$ cat src/rtl/bitrev_reorder_pkg.sv
// Shared definitions for the FFT input-reordering stage: read-FSM state
// encoding plus the clog2/bitrev constant helpers that the twiddle ROM and
// output stages also use.
package bitrev_reorder_pkg;

  // Read side is either waiting for a full bank or draining one.
  typedef enum logic {
    RD_IDLE  = 1'b0,
    RD_DRAIN = 1'b1
  } rd_state_t;

  // Number of ping-pong banks backing the reorder buffer.
  localparam int NUM_BANKS = 2;

  // Ceiling log2, usable in constant expressions (clog2(1) = 0).
  function automatic int clog2(input int value);
    int r;
    r = 0;
    for (int v = value - 1; v > 0; v = v >> 1) begin
      r = r + 1;
    end
    return r;
  endfunction

  // Reverse the 'bits' least-significant bits of idx; upper bits are zero.
  function automatic logic [31:0] bitrev(input logic [31:0] idx, input int bits);
    logic [31:0] r;
    r = '0;
    for (int b = 0; b < 32; b++) begin
      if (b < bits) begin
        r[bits-1-b] = idx[b];
      end
    end
    return r;
  endfunction

endpackage

$ cat src/rtl/bitrev_reorder_dp_ram.sv
// Simple dual-port RAM for the reorder buffer: one write port and one read
// port whose data output is registered. Contents are never reset.
module bitrev_reorder_dp_ram #(
  parameter int word_size = 16,
  parameter int abits     = 4
) (
  input  logic                 clk,
  input  logic                 wr_en,
  input  logic [abits-1:0]     wr_addr,
  input  logic [word_size-1:0] wr_data,
  input  logic                 rd_en,
  input  logic [abits-1:0]     rd_addr,
  output logic [word_size-1:0] rd_data
);

  localparam int depth = 1 << abits;

  logic [word_size-1:0] mem [depth];

  // Write port: store the incoming sample at its natural-order slot.
  always_ff @(posedge clk) begin
    if (wr_en) begin
      mem[wr_addr] <= wr_data;
    end
  end

  // Read port: registered output, holds its value when no read is issued.
  always_ff @(posedge clk) begin
    if (rd_en) begin
      rd_data <= mem[rd_addr];
    end
  end

endmodule

$ cat src/rtl/bitrev_reorder.sv
// FFT input reordering: collects fft_length samples in natural order into one
// bank of a ping-pong buffer while the other bank is emitted in bit-reversed
// index order. Back-to-back frames stream with no gaps on the output.
module bitrev_reorder
  import bitrev_reorder_pkg::*;
#(
  parameter int word_size  = 16,
  parameter int fft_length = 8
) (
  input  logic                 clk,
  input  logic                 reset,
  input  logic                 in_valid,
  input  logic [word_size-1:0] d_in,
  output logic [word_size-1:0] d_out,
  output logic                 d_valid,
  output logic                 frame_start,
  output logic [7:0]           frame_count
);

  localparam int addr_bits = clog2(fft_length);
  localparam int ram_abits = addr_bits + 1;
  localparam logic [addr_bits-1:0] last_idx = addr_bits'(fft_length - 1);

  // Bit-reversed read index within one bank.
  function automatic logic [addr_bits-1:0] rev_addr(input logic [addr_bits-1:0] i);
    return addr_bits'(bitrev(32'(i), addr_bits));
  endfunction

  // Write side state
  logic [addr_bits-1:0] wr_cnt;
  logic                 wr_bank;
  logic                 swap;

  // Read side state
  rd_state_t            rd_state;
  rd_state_t            rd_state_nxt;
  logic [addr_bits-1:0] rd_cnt;
  logic                 rd_bank;
  logic                 rd_active;
  logic                 rd_first;
  logic                 rd_last;

  // RAM ports
  logic [ram_abits-1:0] wr_addr;
  logic [ram_abits-1:0] rd_addr;
  logic [word_size-1:0] ram_q_p1;

  // Pipeline control
  logic                 vld_p1;
  logic                 first_p1;

  // ---------------- stage p0: write capture and read issue ----------------

  // Swap happens on the edge that writes the last sample of a frame.
  always_comb begin
    swap    = in_valid && (wr_cnt == last_idx);
    wr_addr = {wr_bank, wr_cnt};
  end

  // Write counter and bank select; holes in in_valid simply hold the count.
  always_ff @(posedge clk or posedge reset) begin
    if (reset) begin
      wr_cnt  <= '0;
      wr_bank <= 1'b0;
    end else if (in_valid) begin
      if (wr_cnt == last_idx) begin
        wr_cnt  <= '0;
        wr_bank <= ~wr_bank;
      end else begin
        wr_cnt  <= wr_cnt + 1'b1;
      end
    end
  end

  // Read FSM state register.
  always_ff @(posedge clk or posedge reset) begin
    if (reset) begin
      rd_state <= RD_IDLE;
    end else begin
      rd_state <= rd_state_nxt;
    end
  end

  // Read FSM next state: a swap always (re)starts a drain, which lets a new
  // frame begin on the cycle right after the previous frame's last read.
  always_comb begin
    rd_state_nxt = rd_state;
    case (rd_state)
      RD_IDLE: begin
        if (swap) begin
          rd_state_nxt = RD_DRAIN;
        end
      end
      RD_DRAIN: begin
        if (swap) begin
          rd_state_nxt = RD_DRAIN;
        end else if (rd_last) begin
          rd_state_nxt = RD_IDLE;
        end
      end
      default: rd_state_nxt = RD_IDLE;
    endcase
  end

  // Read FSM outputs: read enable, frame-boundary flags and bank address.
  always_comb begin
    rd_active = (rd_state == RD_DRAIN);
    rd_first  = rd_active && (rd_cnt == '0);
    rd_last   = rd_active && (rd_cnt == last_idx);
    rd_addr   = {rd_bank, rev_addr(rd_cnt)};
  end

  // Read counter and bank: reload on swap, otherwise step through the drain.
  always_ff @(posedge clk or posedge reset) begin
    if (reset) begin
      rd_cnt  <= '0;
      rd_bank <= 1'b0;
    end else if (swap) begin
      rd_cnt  <= '0;
      rd_bank <= wr_bank;
    end else if (rd_active) begin
      rd_cnt  <= rd_cnt + 1'b1;
    end
  end

  bitrev_reorder_dp_ram #(
    .word_size (word_size),
    .abits     (ram_abits)
  ) u_ram (
    .clk     (clk),
    .wr_en   (in_valid),
    .wr_addr (wr_addr),
    .wr_data (d_in),
    .rd_en   (rd_active),
    .rd_addr (rd_addr),
    .rd_data (ram_q_p1)
  );

  // ---------------- stage p1: RAM data registered ----------------

  // Valid and first-sample flags travel alongside the RAM read.
  always_ff @(posedge clk or posedge reset) begin
    if (reset) begin
      vld_p1   <= 1'b0;
      first_p1 <= 1'b0;
    end else begin
      vld_p1   <= rd_active;
      first_p1 <= rd_first;
    end
  end

  // ---------------- stage p2: output registers ----------------

  // Output register; d_out holds its last sample while nothing is valid.
  always_ff @(posedge clk or posedge reset) begin
    if (reset) begin
      d_out       <= '0;
      d_valid     <= 1'b0;
      frame_start <= 1'b0;
    end else begin
      d_valid     <= vld_p1;
      frame_start <= vld_p1 && first_p1;
      if (vld_p1) begin
        d_out <= ram_q_p1;
      end
    end
  end

  // Emitted-frame counter, advancing once per frame_start and wrapping at 256.
  always_ff @(posedge clk or posedge reset) begin
    if (reset) begin
      frame_count <= 8'd0;
    end else if (frame_start) begin
      frame_count <= frame_count + 8'd1;
    end
  end

endmodule
$ cat config.mk
export PLATFORM = sky130hd
export DESIGN_NAME = bitrev_reorder
export DESIGN_NICKNAME = d
export VERILOG_FILES = /design/src/rtl/bitrev_reorder_pkg.sv /design/src/rtl/bitrev_reorder_dp_ram.sv /design/src/rtl/bitrev_reorder.sv
export SDC_FILE = /design/constraint.sdc
export NUM_CORES = 1
export LEC_CHECK = 0
export ABC_CLOCK_PERIOD_IN_PS = 3100
export BUFFER_PORTS_ARGS = -buffer_cell sky130_fd_sc_hd__buf_2
export CORE_ASPECT_RATIO = 0.5
export CORE_MARGIN = 3
export CORE_UTILIZATION = 35
export CTS_BUF_LIST = sky130_fd_sc_hd__clkbuf_2 sky130_fd_sc_hd__clkbuf_4 sky130_fd_sc_hd__clkbuf_8
export CTS_CLUSTER_DIAMETER = 60
export DETAILED_ROUTE_END_ITERATION = 7
export SYNTH_ARGS = -nofsm -noshare
export SYNTH_HDL_FRONTEND = slang
export SYNTH_SLANG_ARGS = --single-unit
$ cat constraint.sdc
create_clock -name clk -period 3.1 [get_ports clk]
set_input_delay 0.155 -clock clk [delete_from_list [all_inputs] [get_ports clk]]
set_output_delay 0.155 -clock clk [all_outputs]
set_load 0.01 [all_outputs]
==> impl_results.md <==
- Mapped Avg Cell Area: 21.46 um^2
- First-pass GRT wire length: 37.74 mm
- Final worst path period share: 0.7549
- Initial drt markers: 464
- Clock sinks: 309
- GR Util All Layers: 0.1424
- Die width: 264.3 um
- Clock Latency Late Sink: 570 ps
- Post-synth cell types: 25
- Main flop type after synthesis: edfxtp_1
- Avg Vias per Cell: 5.074
- Post-Syn Instances: 544
- Critical Path End Type: flip-flop
- Area grow syn2layout: 16.75%
- Final nets: 687
- Die H: 135.1 um
- Largest cells by area after synthesis: edfxtp_1 70%, mux4_2 12%, dfrtp_1 7.9%
- CTS resizes: 0
- Slew HR: 0.4394
- Fin crit period: 2340 ps
- Max Slew Vio Count: 0
- Die ar.: 35710 um^2
- Unrepaired setup endpoints after global routing: false
- Most frequent cell after synthesis: edfxtp_1
- Fillcell total: 2831
- TritonCTS buffer count: 47
- Status: completed
- Synth warn: 0
- Final HPWL DP: 14.66 mm
- Sequential-to-total area share from yosys stat: 0.7791
- Synth area leader: edfxtp_1
- Worst Hold Class: in -> async
- Leak: 4.621 nW
- Total wire length: 24.92 mm
- Yosys top cell area share: 0.6998
- CTS tree: done
- EDFF count, synth: 272
- Initial DRT Pass Iterations: 5
- GP Congestion: 0.7205
- Critical Path RT: 3400 ps
- H-tree level count: 2
- Final Setup Violations: 0
- Asr flop ratio synth: 0.1197
- Maximum VDD drop: 0.2986 mV
- Post-synth top cells: 272 x edfxtp_1, 64 x mux4_2, 37 x dfrtp_1, 32 x a22oi_1, 27 x nand2_1
- Clock skew: 17.41 ps
- Ant. Diodes: 0
- Root buf cell: clkbuf_8
- Crit-path max FO: 30
- Via count: 5688
- P per Cell Area: 871.4 nW/um^2
- Vias in the first global route: 5932
- CP Class: reg -> reg
- Clock slew at reported path FFs: 70 ps
- Worst hold slack: 248.4 ps
- Postcts setup bufs: 0
- Largest net degree at the start of global routing: 38
- IO Pins: 45
- Worst Path Arrival: 2640 ps
- Layout cells sized above 1: 0.3570
- Hold buffers post-CTS: 18
- Peak Freq: 427.3 MHz
- Initial Util: 0.3622
- Overflow after GRT: 0
- Measured slew at the worst slew-check pin: 839.2 ps
- Setup_tns: 0 ps
- # rows: 46
- Port Buffers: 44
- Final ANT Viol Nets: 0
- Flops & latches, synth: 309
- Core area: 32230 um^2
- CP startpoint kind: flip-flop
- Final hold viol count: 0
- Antenna violations before repair: 1
- Mapped Area: 11670 um^2
- Max Root-Sink Buffers: 3
- Syn Nets: 572
- Remaining DRCs: 0
- # Max-Cap Violations: 0
- Mean routed wirelength per cell: 22.23 um
sequential cells by signal (all words and copies together), names as in the netlist:
register,count
u_ram.mem,256
d_out,16
u_ram.rd_data,16
frame_count,8
rd_cnt,3
wr_cnt,3
d_valid,1
first_p1,1
frame_start,1
rd_active,1
rd_bank,1
vld_p1,1
wr_bank,1
final cells by class:
type	count	area [um^2]	share of cell area
Clock buffer	57	734.5	0.05389
Sequential cell	309	9099	0.6676
Multi-Input combinational cell	203	2456	0.1802
Inverter	6	22.52	0.001653
Tap cell	432	540.5	0.03966
Clock inverter	22	137.6	0.01010
Timing Repair Buffer	92	638.1	0.04682
stage by stage:
stage                     setup WS (ps)  instance area (um^2)  power [mW]  instances  utilization
after floorplan                   833.5                 11670       7.738        544            -
after global placement            708.9                 12580       8.803       1024       0.3902
after detailed placement          709.6                 12580       8.844       1024       0.3902
after CTS                         696.8                 13630       12.04       1121       0.4228
after global routing              562.2                 13630       12.53       1121       0.4228
final                             759.9                 13630       11.88       1121       0.4228
worst paths after layout:
kind | startpoint | to | slack [ps] | depth (start not counted)
max in group asynchronous | reset | rd_cnt[2] | 2470 | 4
min reg2reg | frame_count[7] | frame_count[7] | 460 | 1
min in group clk | frame_count[7] | frame_count[7] | 460 | 1
max | rd_cnt[2] | u_ram.rd_data[6] | 760 | 4
min | reset | frame_count[0] | 250 | 4
max reg2reg | rd_cnt[2] | u_ram.rd_data[6] | 760 | 4
report_power, final:
part / total, mW / internal (mW) / switching (mW)
clock: 3.17 / 1.65 / 1.52
sequential: 5.79 / 5.25 / 0.530
combinational: 2.92 / 1.43 / 1.49
total: 11.9 / 8.34 / 3.54
cells in the final DEF (no fill, tap or decap), types with 5 or more instances in the layout:
cell type      Yosys  routed
nor2_2             0      14
a22oi_1           32      32
buf_4              0      29
dfrtp_1           37      35
inv_1              6       5
ha_1               9       9
clkbuf_4           0       8
clkinv_2           0       9
dlygate4sd3_1      0      18
clkbuf_8           0      49
mux2_2            19      19
xnor2_1            6       6
mux4_2            64      64
buf_2              8      44
nand2b_1           5       5
edfxtp_1         272     272
clkinv_1           0       9
nand2_1           27      27
critical path, stage by stage, from the launching register on:
cell	delay [ps]
dfrtp_4	850
buf_4	410
mux4_2	540
a22oi_1	200
nand2_1	80
metal layers:
layer / share of wire / wire length [um] / track usage / vias up
met2: 0.46 / 11480 / 0.2199 / 175
met5: 0.00052 / 13 / 0 / -
li1: - / - / - / 2445
met1: 0.46 / 11530 / 0.2037 / 3029
met3: 0.063 / 1558 / 0.03357 / 37
met4: 0.013 / 336 / 0.04043 / 2
cell families after synthesis:
family	synth area share
AOI/OAI and AO/OA	0.02315
xor gates and xnor gates	0.006754
buffers and inverters	0.01436
DFF	0.7791
adders and majority gates	0.009648
and+or+nand+nor	0.02347
muxes	0.1435
Power figures use the tool's default switching activity.
